--- src/rtl/strobe_mon_pkg.sv ---
// Shared types and helpers for the strobe period monitor.
package strobe_mon_pkg;

  typedef enum logic [1:0] {
    IDLE    = 2'd0,
    ACQUIRE = 2'd1,
    LOCKED  = 2'd2
  } mon_state_e;

  // Inclusive window [expected - tol, expected + tol], written to avoid unsigned underflow.
  function automatic logic in_window(input int unsigned period,
                                     input int unsigned expected,
                                     input int unsigned tol);
    return ((period + tol) >= expected) && (period <= (expected + tol));
  endfunction

endpackage

--- src/rtl/strobe_period_counter.sv ---
// Strobe rising-edge detect plus saturating cycle counter; flags period and timeout per event.
module strobe_period_counter #(
  parameter int unsigned EXPECTED_PERIOD = 241,
  parameter int unsigned TOLERANCE       = 2,
  parameter int unsigned CNT_W           = 8
) (
  input  logic             i_clk,
  input  logic             i_reset_n,
  input  logic             i_strobe,
  output logic             o_event,
  output logic [CNT_W-1:0] o_period,
  output logic             o_timeout
);

  localparam logic [CNT_W-1:0] CNT_MAX    = '1;
  localparam logic [CNT_W-1:0] TIMEOUT_AT = CNT_W'(EXPECTED_PERIOD + TOLERANCE - 1);

  logic             strobe_q;
  logic [CNT_W-1:0] cnt;

  assign o_event   = i_strobe & ~strobe_q;
  // Hold the period at full scale rather than wrapping to zero once saturated.
  assign o_period  = (cnt == CNT_MAX) ? CNT_MAX : cnt + 1'b1;
  assign o_timeout = ~o_event & (cnt == TIMEOUT_AT);

  always_ff @(posedge i_clk or negedge i_reset_n) begin
    if (!i_reset_n) begin
      strobe_q <= 1'b0;
      cnt      <= '0;
    end else begin
      strobe_q <= i_strobe;
      if (o_event) begin
        cnt <= '0;
      end else if (cnt != CNT_MAX) begin
        cnt <= cnt + 1'b1;
      end
    end
  end

endmodule

--- src/rtl/strobe_monitor.sv ---
// Strobe period monitor: measures strobe spacing, locks after consecutive good periods.
//
//   state   | meaning
//   --------+-------------------------------------------------------------
//   IDLE    | no reference edge yet; first event starts acquisition
//   ACQUIRE | counting consecutive in-tolerance periods toward lock
//   LOCKED  | strobe stable; bad period drops to ACQUIRE, timeout to IDLE
module strobe_monitor
  import strobe_mon_pkg::*;
#(
  parameter  int unsigned EXPECTED_PERIOD = 241,
  parameter  int unsigned TOLERANCE       = 2,
  parameter  int unsigned LOCK_COUNT      = 4,
  localparam int unsigned CNT_W           = $clog2(EXPECTED_PERIOD + TOLERANCE + 1)
) (
  input  logic             i_clk,
  input  logic             i_reset_n,
  input  logic             i_strobe,
  output logic [CNT_W-1:0] o_period,
  output logic             o_period_valid,
  output logic             o_locked,
  output logic             o_error,
  output logic             o_miss
);

  if (TOLERANCE >= EXPECTED_PERIOD || LOCK_COUNT < 1) begin : g_bad_params
    $error("strobe_monitor: TOLERANCE must be below EXPECTED_PERIOD and LOCK_COUNT at least 1");
  end

  localparam int unsigned         GOOD_W    = $clog2(LOCK_COUNT + 1);
  localparam logic [GOOD_W-1:0]   LOCK_LAST = GOOD_W'(LOCK_COUNT - 1);

  logic             evt;
  logic             timeout;
  logic [CNT_W-1:0] evt_period;
  logic             in_tol;
  mon_state_e       state;
  logic [GOOD_W-1:0] good_cnt;

  strobe_period_counter #(
    .EXPECTED_PERIOD (EXPECTED_PERIOD),
    .TOLERANCE       (TOLERANCE),
    .CNT_W           (CNT_W)
  ) u_counter (
    .i_clk     (i_clk),
    .i_reset_n (i_reset_n),
    .i_strobe  (i_strobe),
    .o_event   (evt),
    .o_period  (evt_period),
    .o_timeout (timeout)
  );

  assign in_tol = in_window(32'(evt_period), EXPECTED_PERIOD, TOLERANCE);

  always_ff @(posedge i_clk or negedge i_reset_n) begin
    if (!i_reset_n) begin
      state          <= IDLE;
      good_cnt       <= '0;
      o_period       <= '0;
      o_period_valid <= 1'b0;
      o_locked       <= 1'b0;
      o_error        <= 1'b0;
      o_miss         <= 1'b0;
    end else begin
      o_period_valid <= 1'b0;
      o_error        <= 1'b0;
      o_miss         <= 1'b0;
      case (state)
        IDLE: begin
          if (evt) begin
            state    <= ACQUIRE;
            good_cnt <= '0;
          end
        end
        ACQUIRE: begin
          if (evt) begin
            o_period       <= evt_period;
            o_period_valid <= 1'b1;
            if (in_tol) begin
              if (good_cnt == LOCK_LAST) begin
                state    <= LOCKED;
                o_locked <= 1'b1;
                good_cnt <= '0;
              end else begin
                good_cnt <= good_cnt + 1'b1;
              end
            end else begin
              o_error  <= 1'b1;
              good_cnt <= '0;
            end
          end else if (timeout) begin
            state    <= IDLE;
            good_cnt <= '0;
          end
        end
        LOCKED: begin
          if (evt) begin
            o_period       <= evt_period;
            o_period_valid <= 1'b1;
            if (!in_tol) begin
              state    <= ACQUIRE;
              o_locked <= 1'b0;
              o_error  <= 1'b1;
              good_cnt <= '0;
            end
          end else if (timeout) begin
            state    <= IDLE;
            o_locked <= 1'b0;
            o_miss   <= 1'b1;
          end
        end
        default: begin
          state    <= IDLE;
          o_locked <= 1'b0;
          good_cnt <= '0;
        end
      endcase
    end
  end

endmodule
--- config.mk ---
export PLATFORM = sky130hd
export DESIGN_NAME = strobe_monitor
export DESIGN_NICKNAME = d
export VERILOG_FILES = /design/src/rtl/strobe_mon_pkg.sv /design/src/rtl/strobe_period_counter.sv /design/src/rtl/strobe_monitor.sv
export SDC_FILE = /design/constraint.sdc
export NUM_CORES = 1
export LEC_CHECK = 0
export BUFFER_PORTS_ARGS = -buffer_cell sky130_fd_sc_hd__buf_2
export CAP_MARGIN = 20
export CELL_PAD_IN_SITES_DETAIL_PLACEMENT = 0
export CELL_PAD_IN_SITES_GLOBAL_PLACEMENT = 1
export CORE_UTILIZATION = 48
export CTS_CLUSTER_SIZE = 10
export DETAILED_ROUTE_END_ITERATION = 12
export PLACE_DENSITY_LB_ADDON = 0.1
export SYNTH_ARGS = -nofsm -noshare
export SYNTH_HDL_FRONTEND = slang
export SYNTH_SLANG_ARGS = --single-unit
--- constraint.sdc ---
create_clock -name i_clk -period 8.6 [get_ports i_clk]
set_clock_uncertainty 0.05 [all_clocks]
set_input_delay 0.43 -clock i_clk [delete_from_list [all_inputs] [get_ports i_clk]]
set_output_delay 0.43 -clock i_clk [all_outputs]
set_load 0.005 [all_outputs]
---- Yosys cells after proc, flatten, opt, wreduce, memory -nomap -nowiden ----
Index checks and enable logic that the tools add are counted.
Widths: inputs -> output; s select.
cells by class
  add/sub/neg operators ................... 3
  multiply operators ...................... 0
  divide/modulo/power cells ............... 0
  order comparisons ....................... 2
  equal/unequal tests ..................... 17
  shifts and indexed selects .............. 0
  mux-type cells .......................... 34
  bitwise operators ....................... 5
  reduce and logical (&&, ||, !) cells .... 8
operator list
  kind                 count
  $mux 8               3
  $mux 3               7
  $eq 8x8->1 const B   2
  $mux 1               14
  $mux 2               7
  $add 8x2->9 const B  1
  $ge 9x8->1 const B   1
  $ne 3x3->1 const B   3
  $pmux 3 s3           1
  $add 8x1->8 const B  1
  $le 8x8->1 const B   1
  $ne 8x8->1 const B   1
  $reduce_and 4->1     2
  $ne 2x1->1 const B   3
  $ne 2x2->1 const B   3
  $ne 3x2->1 const B   2
  $pmux 2 s3           1
  $reduce_and 6->1     1
  $add 3x1->3 const B  1
  $eq 3x2->1 const B   1
  $not 1->1            3
  $pmux 1 s3           1
  $and 1x1->1          2
  $eq 2x1->1 const B   1
  other kinds (6)      6
word-level totals
  register bits after elaboration ......... 26
  latch bits .............................. 0
  RAM bits ................................ 0
  ROM bits ................................ 0
  bits of input ports ..................... 3
  output and inout bits ................... 12
  word-level logic and storage cells ...... 78
  memories ................................ 0

---- Logic depth before layout (Yosys ltp) ----
Gate-level depths: netlist (run 1).
  depth in word-level cells ............... 8
  depth in mapped cells ................... 16

---- By module ----
From an unflattened synthesis (run 1), not the netlist that was laid out.
second synthesis, totals
  cell total of the unflattened synthesis .. 137
  area total of the unflattened synthesis .. 1,433.9 µm²
modules (own cells, without submodules)
  module                 instances  cells an instance  area an instance (µm²)  sequential area each (µm²)
  strobe_monitor         1          82                 919.6                   425.4
  strobe_period_counter  1          55                 514.2                   225.2

---- Worst setup path before layout (run 1) ----
OpenSTA, ideal clock, no wires.
  path type ............................... reg-to-reg
  start point ............................. reg u_counter.cnt[1]
  end point ............................... reg state[0]
  arrival time ............................ 3,231 ps
  path slack .............................. 5,194 ps
  cell stages (with the launch flop) ...... 17
  clock period less this slack ............ 3,406 ps
  cells stage by stage .................... dfrtp_1 -> ha_1 -> buf_4 -> nand3_4 -> nor2_1 -> nor3_1 -> inv_1 -> ha_1 -> o21ba_2 -> nor2_1 -> o2111ai_1 -> or4b_1 -> o21ai_1 -> and2_1 -> buf_2 -> a31o_4 -> mux2_4
on the way
  longest elaborated chain between the ends .. 7
  elaborated cells between the ends (all ways) .. 16
ends and longest elaborated chain
  element                                    RTL line                     source
  start, declared                            strobe_period_counter.sv:19  logic [CNT_W-1:0] cnt;
  start signal, assigned                     strobe_period_counter.sv:35  cnt <= cnt + 1'b1;
  $add 8x1->8 or $eq 8x8->1 (tied branches)  strobe_period_counter.sv:23  assign o_period = (cnt == CNT_MAX) ? CNT_MAX : cnt + 1'b1;
  $mux 8 *                                   strobe_period_counter.sv:23
  net evt_period[2]                          strobe_monitor.sv:35         logic [CNT_W-1:0] evt_period;
  $add 8x2->9                                strobe_mon_pkg.sv:14         return ((period + tol) >= expected) && (period <= (expected + tol));
  $ge 9x8->1                                 strobe_mon_pkg.sv:14
  $logic_and 1x1->1 *                        strobe_mon_pkg.sv:14
  $ne 3x3->1 (no source line)                -
  $reduce_and 4->1 (no source line) *        -
  end signal, assigned                       strobe_monitor.sv:57         state <= IDLE;
  end signal, assigned                       strobe_monitor.sv:71         state <= ACQUIRE;
  end signal, assigned                       strobe_monitor.sv:81         state <= LOCKED;
  end, declared                              strobe_monitor.sv:37         mon_state_e state;
The timed path passes the listed nets; every way through them passes the cells marked *.
A chain may end at the register's enable or synchronous reset.

---- Final worst setup path (run 1) ----
  start point ............................. reg u_counter.cnt[0]
  end point ............................... reg state[0]
Same word-level chain as after synthesis.

==> flow_metrics.py, run 1 <==
metrics = {
    "die": {
        "io-pin-count": 15,
        "die_area_um2": 3760,
        "die_h_um": 61.3,
        "fp.dieW_um": 61.3,
        "initial_core_util_pct": 50.3,
        "row_count": 21,
        "core_area_um2": 3360,
    },
    "layout": {
        "fin_nets": 208,
        "areaGrowthSynthToFinish_pct": 4.29,
        "drive_above_1_share_pct": 14.4,
        "final_common_cell": "dfrtp_1",
        "nFillCells": 348,
        "diodes": 0,
        "final_cell_mix": "26 x dfrtp_1, 24 x nor2_1, 20 x nand2_1",
    },
    "power": {
        "p_per_area_nw_per_um2": 200,
        "peakVddDrop_mv": 0.113,
        "p_leak_nw": 0.801,
    },
    "clock_network": {
        "postCtsHoldBufs": 0,
        "cts_buffers": 3,
        "htree_levels": 1,
        "clockBufferDepth": 2,
        "clock_latency_ns": 0.31,
        "cts-root-buf": "clkbuf_4",
        "cts_setup_buffers": 0,
        "cts_tree": "built",
        "cts_resized": 0,
        "clock-sinks": 26,
        "clk_pin_slew_ns": 0.13,
    },
    "outcome": {
        "status": "finished clean",
    },
    "synth": {
        "syn_area_um2": 1690,
        "synthFlopType": "dfrtp_1",
        "synth_seq_cells": 26,
        "synth_area_leaders": "dfrtp_1 38%, ha_1 6.7%, nor2_1 5.3%",
        "avgSynthCellArea_um2": 8.85,
        "synth-edff-count": 0,
        "synth_fp_nets": 203,
        "yosysSeqAreaShare_pct": 38.5,
        "synthCells": 191,
        "synth_top_cell_by_area": "dfrtp_1",
        "ys_types": 48,
        "netlist.area_leader.share_pct": 38.5,
        "async_flop_share_pct": 100,
        "yosys_warnings": 0,
    },
    "placed_design": {
        "dp.final_hpwl_um": 2660,
        "gp_congestion": 0.874,
        "io_buffers": 14,
    },
    "worst_setup_path": {
        "worstPathArrival_ns": 4.09,
        "cp.required_ns": 8.76,
        "path_cells": "ha_1, nand3_4, nor2_1, nor3_1, inv_1, ha_1, o21ba_2, nor2_1, o2111ai_1, or4b_1, o21ai_1, and2_1, a31o_4, mux2_4",
        "endpoint_kind": "register",
        "startpoint_type": "register",
        "cpPeakStageDelay_ns": 0.53,
        "path_max_fanout": 12,
        "criticalPathCategory": "reg2reg",
        "slowest_stage": "dfrtp_1",
    },
    "timing": {
        "drv_slew": 0,
        "tns_ns": 0,
        "hold_viol": 0,
        "rsz0062_at_grt": "no",
        "tightest_slew_ns": 0.934,
        "relSlewSlack_pct": 37.6,
        "post-route-period-util_pct": 45.7,
        "finalSetupViolations": 0,
        "fmax_ghz": 0.255,
        "holdWs_ns": 0.0475,
        "fin_crit_ns": 3.93,
    },
    "global_routing": {
        "grt_max_degree": 27,
        "grt_pass1_vias": 1247,
        "grt_pass1_wl_um": 6040,
        "grt_overflow_total": 0,
        "grt_usage_pct": 21.7,
        "antenna_found_initial": 0,
    },
    "detailed_routing": {
        "first_pass_iters": 4,
        "wl_per_cell_um": 15.3,
        "drt-initial-drc-count": 165,
        "viasPerCell": 5.83,
        "drc_errors": 0,
        "wl_um": 3680,
        "ant_nets": 0,
        "vias": 1400,
    },
    "job": {
        "drv_cap": 0,
    },
    "worst_hold_path": {
        "hold_path.class": "in2async",
    },
}
-- critical path: cells and delay by family (launching register included) --
family | cells | cell delay [ns]
flops | 1 | 0.53
fa+ha+maj | 2 | 0.69
mux | 1 | 0.29
simple gates | 6 | 1.54
compound gates | 4 | 0.62
buf+inv | 1 | 0.12
-- state kept, by name, summed over array words and instances (netlist names) --
register,count
u_counter.cnt,8
o_period_valid,1
o_miss,1
u_counter.strobe_q,1
o_error,1
good_cnt,3
o_locked,1
o_period,8
state,2
-- through the flow --
stage               std cells  util, %  worst slack (ns)  power [mW]  cell area [um2]
floorplan                 191        -              5.19       0.268             1690
global placement          237     51.7              4.88       0.302             1740
detailed placement        237     51.7              4.71       0.304             1740
CTS                       240     52.4              4.69       0.355             1760
global route              240     52.4              4.38       0.383             1760
finish                    240     52.4              4.67       0.353             1760
-- cell type report --
cell class / instances / area, um2 / share of cell area [%]
multi-input combinational: 142 / 928 / 52.7
inverter: 9 / 33.8 / 1.92
clock buffer: 3 / 22.5 / 1.28
tap: 46 / 57.6 / 3.26
sequential: 26 / 651 / 36.9
timing repair buffer: 14 / 70.1 / 3.97
-- worst paths after layout --
path,start,end,slack (ns),depth (start not counted)
max,u_counter.cnt[0],state[0],4.67,14
min,i_reset_n,u_counter.cnt[7],0.05,1
max reg2reg,u_counter.cnt[0],state[0],4.67,14
min reg2reg,o_period[6],o_period[6],0.45,2
max in group asynchronous,i_reset_n,good_cnt[1],8.07,1
min in group i_clk,i_strobe,u_counter.strobe_q,0.20,1
-- routing by layer --
metal	global-route usage [%]	share of wire, %
met5	0	0
met2	29.8	41
met1	34.5	53
met4	8.25	1.8
met3	2.73	4.5
-- cells in the mapped netlist, types with 2 or more instances --
library cell	count
buf_2	5
o221ai_1	2
a21oi_1	8
buf_4	5
a31oi_1	4
nand3_1	5
a311oi_1	2
dfrtp_1	26
o21ai_0	15
a21o_1	3
inv_1	9
o21ai_1	2
and4_4	2
ha_1	9
nand2_1	20
xnor2_1	2
o2111ai_1	2
nor2b_1	4
clkbuf_1	4
nor2_1	24
o31ai_1	2
o211ai_1	4
and3_1	3
nor3_1	4
nor4b_1	2
-- cell families (layout without fill, tap and decap cells) --
logic type      after synthesis  after routing  share of synthesized area [%]
buf+inv                      23             26                           6.59
compound gates               53             53                           21.5
flops                        26             26                           38.5
xor+xnor                      3              3                           2.00
simple gates                 74             74                           22.7
mux                           3              3                           2.15
fa+ha+maj                     9              9                           6.66
-- where the power goes --
part / switching (mW) / internal, mW / total [mW]
sequential: 0.0306 / 0.143 / 0.174
combinational: 0.0737 / 0.0562 / 0.130
clock: 0.0330 / 0.0163 / 0.0493
total: 0.137 / 0.216 / 0.353
(Power assumes the default switching activity.)
==> inputs of run 2 (changes only) <==
--- a/config.mk
+++ b/config.mk
@@ -9,7 +9,7 @@
 export CAP_MARGIN = 20
 export CELL_PAD_IN_SITES_DETAIL_PLACEMENT = 0
 export CELL_PAD_IN_SITES_GLOBAL_PLACEMENT = 1
-export CORE_UTILIZATION = 48
+export CORE_UTILIZATION = 45
 export CTS_CLUSTER_SIZE = 10
 export DETAILED_ROUTE_END_ITERATION = 12
 export PLACE_DENSITY_LB_ADDON = 0.1
==> constraint.sdc (replaced) <==
create_clock -name i_clk -period 4 [get_ports i_clk]
set_clock_uncertainty 0.05 [all_clocks]
set_input_delay 0.2 -clock i_clk [delete_from_list [all_inputs] [get_ports i_clk]]
set_output_delay 0.2 -clock i_clk [all_outputs]
set_load 0.005 [all_outputs]
==> flow_metrics.py, run 2 (synthesis results as in run 1) <==
metrics = {
    "clock_network": {
        "postCtsHoldBufs": 1,
        "clockBufferDepth": 2,
        "cts_setup_buffers": 0,
        "cts_buffers": 3,
        "clock_latency_ns": 0.26,
        "cts_resized": 0,
        "clk_pin_slew_ns": 0.08,
        "clock-sinks": 26,
        "cts-root-buf": "clkbuf_8",
        "cts_tree": "built",
        "htree_levels": 1,
    },
    "layout": {
        "multi_input_area_um2": 928,
        "areaGrowthSynthToFinish_pct": 8.14,
        "final_common_cell": "dfrtp_1",
        "design_area_um2": 1830,
        "reg_top3": "o_period x8, u_counter.cnt x8, good_cnt x3",
        "drive_above_1_share_pct": 16.1,
        "seqCellArea_um2": 651,
        "layout.cells.non_filler": 245,
        "final_cell_mix": "26 x dfrtp_1, 24 x nor2_1, 20 x nand2_1",
        "fin_nets": 212,
        "nFillCells": 346,
        "diodes": 0,
    },
    "detailed_routing": {
        "drc_errors": 0,
        "ant_nets": 0,
        "first_pass_iters": 4,
        "viasPerCell": 5.69,
        "drt-initial-drc-count": 73,
        "vias": 1394,
        "wl_um": 3540,
        "wl_per_cell_um": 14.4,
    },
    "timing": {
        "relSlewSlack_pct": 36.1,
        "hold_viol": 0,
        "fmax_ghz": 0.279,
        "drv_slew": 0,
        "finalSetupViolations": 0,
        "fin_crit_ns": 3.59,
        "tns_ns": 0,
        "post-route-period-util_pct": 89.7,
        "tightest_slew_ns": 0.945,
        "rsz0062_at_grt": "no",
    },
    "worst_hold_path": {
        "hold_path.class": "in2reg",
    },
    "global_routing": {
        "grt_pass1_wl_um": 6220,
        "antenna_found_initial": 0,
        "grt_usage_pct": 19.2,
        "grt_pass1_vias": 1288,
        "grt_max_degree": 27,
        "grt_overflow_total": 0,
    },
    "placed_design": {
        "io_buffers": 14,
        "dp.final_hpwl_um": 2610,
        "dp.cells": 240,
        "placed_cell_area_um2": 1760,
        "gp_congestion": 0.851,
    },
    "worst_setup_path": {
        "endpoint_kind": "register",
        "worstPathArrival_ns": 3.69,
        "cp.required_ns": 4.10,
        "startpoint_type": "register",
        "critPathLaunch": "u_counter.cnt[0]",
        "reg2regPathDepth": 14,
        "r2r-end": "state[0]",
        "rrSetupSlack_ns": 0.41,
        "criticalPathCategory": "reg2reg",
        "worstSetupEndpoint": "state[0]",
        "path_max_fanout": 9,
        "r2r-start": "u_counter.cnt[0]",
    },
    "die": {
        "initial_core_util_pct": 48.7,
        "fp.dieW_um": 63.3,
        "core_area_um2": 3470,
        "row_count": 21,
        "die_h_um": 63.3,
        "die_area_um2": 4010,
        "io-pin-count": 15,
    },
    "power": {
        "p_leak_nw": 0.835,
        "peakVddDrop_mv": 0.322,
        "p_per_area_nw_per_um2": 448,
    },
    "outcome": {
        "status": "finished clean",
    },
    "job": {
        "drv_cap": 0,
    },
}
## run 2: through the flow
stage	util (%)	hold WS [ns]	power [mW]	worst slack, ns
after detailed placement	50.8	0.185	0.659	0.415
after global placement	50.8	0.176	0.655	0.506
final	52.7	0.0134	0.819	0.412
after CTS	52.7	0.00285	0.827	0.396
after floorplan	-	-0.146	0.576	0.594
after global routing	52.7	0.00282	0.884	0.169
## run 2: layout make-up
type                            instances  area share (%)
Clock buffer                            4            3.01
Multi-Input combinational cell        142            50.8
Inverter                                9            1.85
Tap cell                               46            3.15
Timing Repair Buffer                   18            5.61
Sequential cell                        26            35.6
## run 2: power breakdown
group / leakage, nW / switching, mW / internal, mW / total, mW
registers: 0.344 / 0.0504 / 0.309 / 0.359
logic: 0.463 / 0.168 / 0.128 / 0.296
clock network: 0.0288 / 0.0754 / 0.0878 / 0.163
## run 2: routing by layer
layer | wire length [um] | global-route usage [%] | vias to the layer above
met3 | 193 | 3.26 | 2
li1 | - | - | 701
met1 | 1690 | 27.3 | 650
met4 | 12 | 2.56 | 0
met2 | 1650 | 31.3 | 41
met5 | 0 | 0 | -
## run 2: worst min-delay path by stage
stage               startpoint                 end  slack [ns]  cells past startpoint
floorplan            i_reset_n         good_cnt[0]       -0.15                      0
global placement     i_reset_n    u_counter.cnt[7]        0.18                      1
detailed placement   i_reset_n    u_counter.cnt[6]        0.19                      1
CTS                   i_strobe  u_counter.strobe_q       0.003                      1
global route          i_strobe  u_counter.strobe_q       0.003                      1
finish                i_strobe  u_counter.strobe_q        0.01                      1
## run 2: worst max-delay path, stage by stage, from the launching register on
cell       delay (ns)
dfrtp_1          0.39
ha_1             0.31
nand3_4          0.17
nor2_1           0.10
nor3_1           0.32
inv_1            0.11
ha_1             0.29
o21ba_2          0.21
nor2_1           0.08
o2111ai_1        0.10
or4b_1           0.47
o21ai_1          0.10
and2_1           0.29
a31o_4           0.20
mux2_4           0.29
==> inputs of run 3 (changes only) <==
--- a/config.mk
+++ b/config.mk
@@ -7,12 +7,10 @@
 export LEC_CHECK = 0
 export BUFFER_PORTS_ARGS = -buffer_cell sky130_fd_sc_hd__buf_2
 export CAP_MARGIN = 20
-export CELL_PAD_IN_SITES_DETAIL_PLACEMENT = 0
-export CELL_PAD_IN_SITES_GLOBAL_PLACEMENT = 1
-export CORE_UTILIZATION = 45
+export CORE_UTILIZATION = 50
 export CTS_CLUSTER_SIZE = 10
 export DETAILED_ROUTE_END_ITERATION = 12
-export PLACE_DENSITY_LB_ADDON = 0.1
+export PLACE_DENSITY = 0.69
 export SYNTH_ARGS = -nofsm -noshare
 export SYNTH_HDL_FRONTEND = slang
 export SYNTH_SLANG_ARGS = --single-unit
==> flow_metrics.py, run 3 (synthesis results as in run 1) <==
metrics = {
    "global_routing": {
        "grt_overflow_total": 0,
        "grt_pass1_wl_um": 6420,
        "grt_max_degree": 27,
        "grt_usage_pct": 23.8,
        "antenna_found_initial": 0,
        "grt_pass1_vias": 1367,
    },
    "timing": {
        "holdWs_ns": 0.322,
        "fin_ws_ns": 0.255,
        "fmax_ghz": 0.267,
        "tns_ns": 0,
        "rsz0062_at_grt": "no",
        "relSlewSlack_pct": 34.4,
        "tightest_slew_ns": 0.971,
        "post-route-period-util_pct": 93.6,
        "fin_crit_ns": 3.75,
        "hold_viol": 0,
        "drv_slew": 0,
        "finalSetupViolations": 0,
    },
    "power": {
        "p_per_area_nw_per_um2": 461,
        "peakVddDrop_mv": 0.179,
        "p_leak_nw": 0.850,
    },
    "worst_setup_path": {
        "cp.required_ns": 4.20,
        "startpoint_type": "register",
        "worstPathArrival_ns": 3.94,
        "path_max_fanout": 9,
        "criticalPathCategory": "reg2reg",
        "endpoint_kind": "register",
    },
    "clock_network": {
        "cts_tree": "built",
        "clockBufferDepth": 2,
        "clock_latency_ns": 0.34,
        "htree_levels": 1,
        "cts_buffers": 3,
        "cts-root-buf": "clkbuf_4",
        "cts_resized": 0,
        "clock-sinks": 26,
        "clk_pin_slew_ns": 0.16,
    },
    "detailed_routing": {
        "wl_per_cell_um": 15.6,
        "wl_met1_um": 1780,
        "wl_met2_um": 1750,
        "drc_errors": 0,
        "ant_nets": 0,
        "viasPerCell": 5.99,
        "wl_um": 3830,
        "first_pass_iters": 4,
        "wl_met3_um": 221,
        "highest-signal-layer": "met4",
        "drt-initial-drc-count": 59,
        "vias": 1473,
    },
    "die": {
        "die_area_um2": 3620,
        "initial_core_util_pct": 54.0,
        "row_count": 20,
        "core_area_um2": 3130,
        "fp.dieW_um": 60.1,
        "die_h_um": 60.1,
        "io-pin-count": 15,
    },
    "layout": {
        "fin_nets": 215,
        "areaGrowthSynthToFinish_pct": 9.33,
        "nFillCells": 269,
        "drive_above_1_share_pct": 16.8,
        "diodes": 0,
        "final_cell_mix": "26 x dfrtp_1, 24 x nor2_1, 20 x nand2_1",
        "reg_top3": "o_period x8, u_counter.cnt x8, good_cnt x3",
        "design_area_um2": 1850,
        "final_common_cell": "dfrtp_1",
    },
    "placed_design": {
        "dp.final_hpwl_um": 2670,
        "gp_congestion": 0.886,
        "io_buffers": 14,
        "placed_cell_area_um2": 1780,
        "place_ws_ns": 0.332,
    },
    "worst_hold_path": {
        "hold_path.class": "in2async",
    },
    "outcome": {
        "status": "finished clean",
    },
    "job": {
        "drv_cap": 0,
    },
}
-- run 3: worst paths after layout --
kind / from / to / slack (ns) / depth (start not counted)
max: u_counter.cnt[1] / state[0] / 0.25 / 14
min: i_reset_n / o_period_valid / 0.32 / 2
max reg2reg: u_counter.cnt[1] / state[0] / 0.25 / 14
min reg2reg: o_period[3] / o_period[3] / 0.45 / 2
max in group asynchronous: i_reset_n / u_counter.cnt[0] / 3.18 / 2
min in group i_clk: o_period[3] / o_period[3] / 0.45 / 2
-- run 3: timing repair --
action | 4_1_cts | 5_1_grt
hold buffers | 2 | 0
hold endpoints to repair | 27 | 0
buffers inserted | 0 | 0
-- run 3: through the flow --
stage | util (%) | std cells | total power [mW]
2_1_floorplan | - | 191 | 0.576
3_3_place_gp | 56.8 | 240 | 0.655
3_5_place_dp | 56.8 | 240 | 0.664
4_1_cts | 59.1 | 246 | 0.852
5_1_grt | 59.1 | 246 | 0.911
6_report | 59.1 | 246 | 0.853
-- run 3: final cells by class --
| class | instances | area, um2 | share of cell area, % |
|---|---|---|---|
| repair buffers | 21 | 128 | 6.91 |
| inverters | 9 | 33.8 | 1.83 |
| multi-input cells | 142 | 928 | 50.2 |
| flip-flops and latches | 26 | 651 | 35.2 |
| clock buffers | 3 | 22.5 | 1.22 |
| clock inverters | 1 | 30.0 | 1.62 |
| well taps | 44 | 55.1 | 2.98 |
-- run 3: report_power, final --
| part | internal [mW] | leakage [nW] | switching [mW] | total, mW |
|---|---|---|---|---|
| clock | 0.101 | 0.0279 | 0.0865 | 0.188 |
| combinational | 0.131 | 0.478 | 0.175 | 0.306 |
| sequential | 0.309 | 0.344 | 0.0503 | 0.359 |
| total | 0.541 | 0.850 | 0.312 | 0.853 |
-- run 3: worst max-delay path, stage by stage (launching register included) --
cell and delay (ns):
dfrtp_1 0.43, ha_1 0.34, nand3_4 0.19, nor2_1 0.12, nor3_1 0.35, inv_1 0.12
ha_1 0.29, o21ba_2 0.20, nor2_1 0.08, o2111ai_1 0.10, or4b_1 0.48, o21ai_1 0.11
and2_1 0.30, a31o_4 0.21, mux2_4 0.29
-- run 3: routing by layer --
metal / global-route usage (%) / vias to the layer above
li1: - / 704
met1: 33.0 / 699
met2: 36.3 / 59
met3: 3.90 / 11
met4: 10.6 / 0
met5: 0 / -
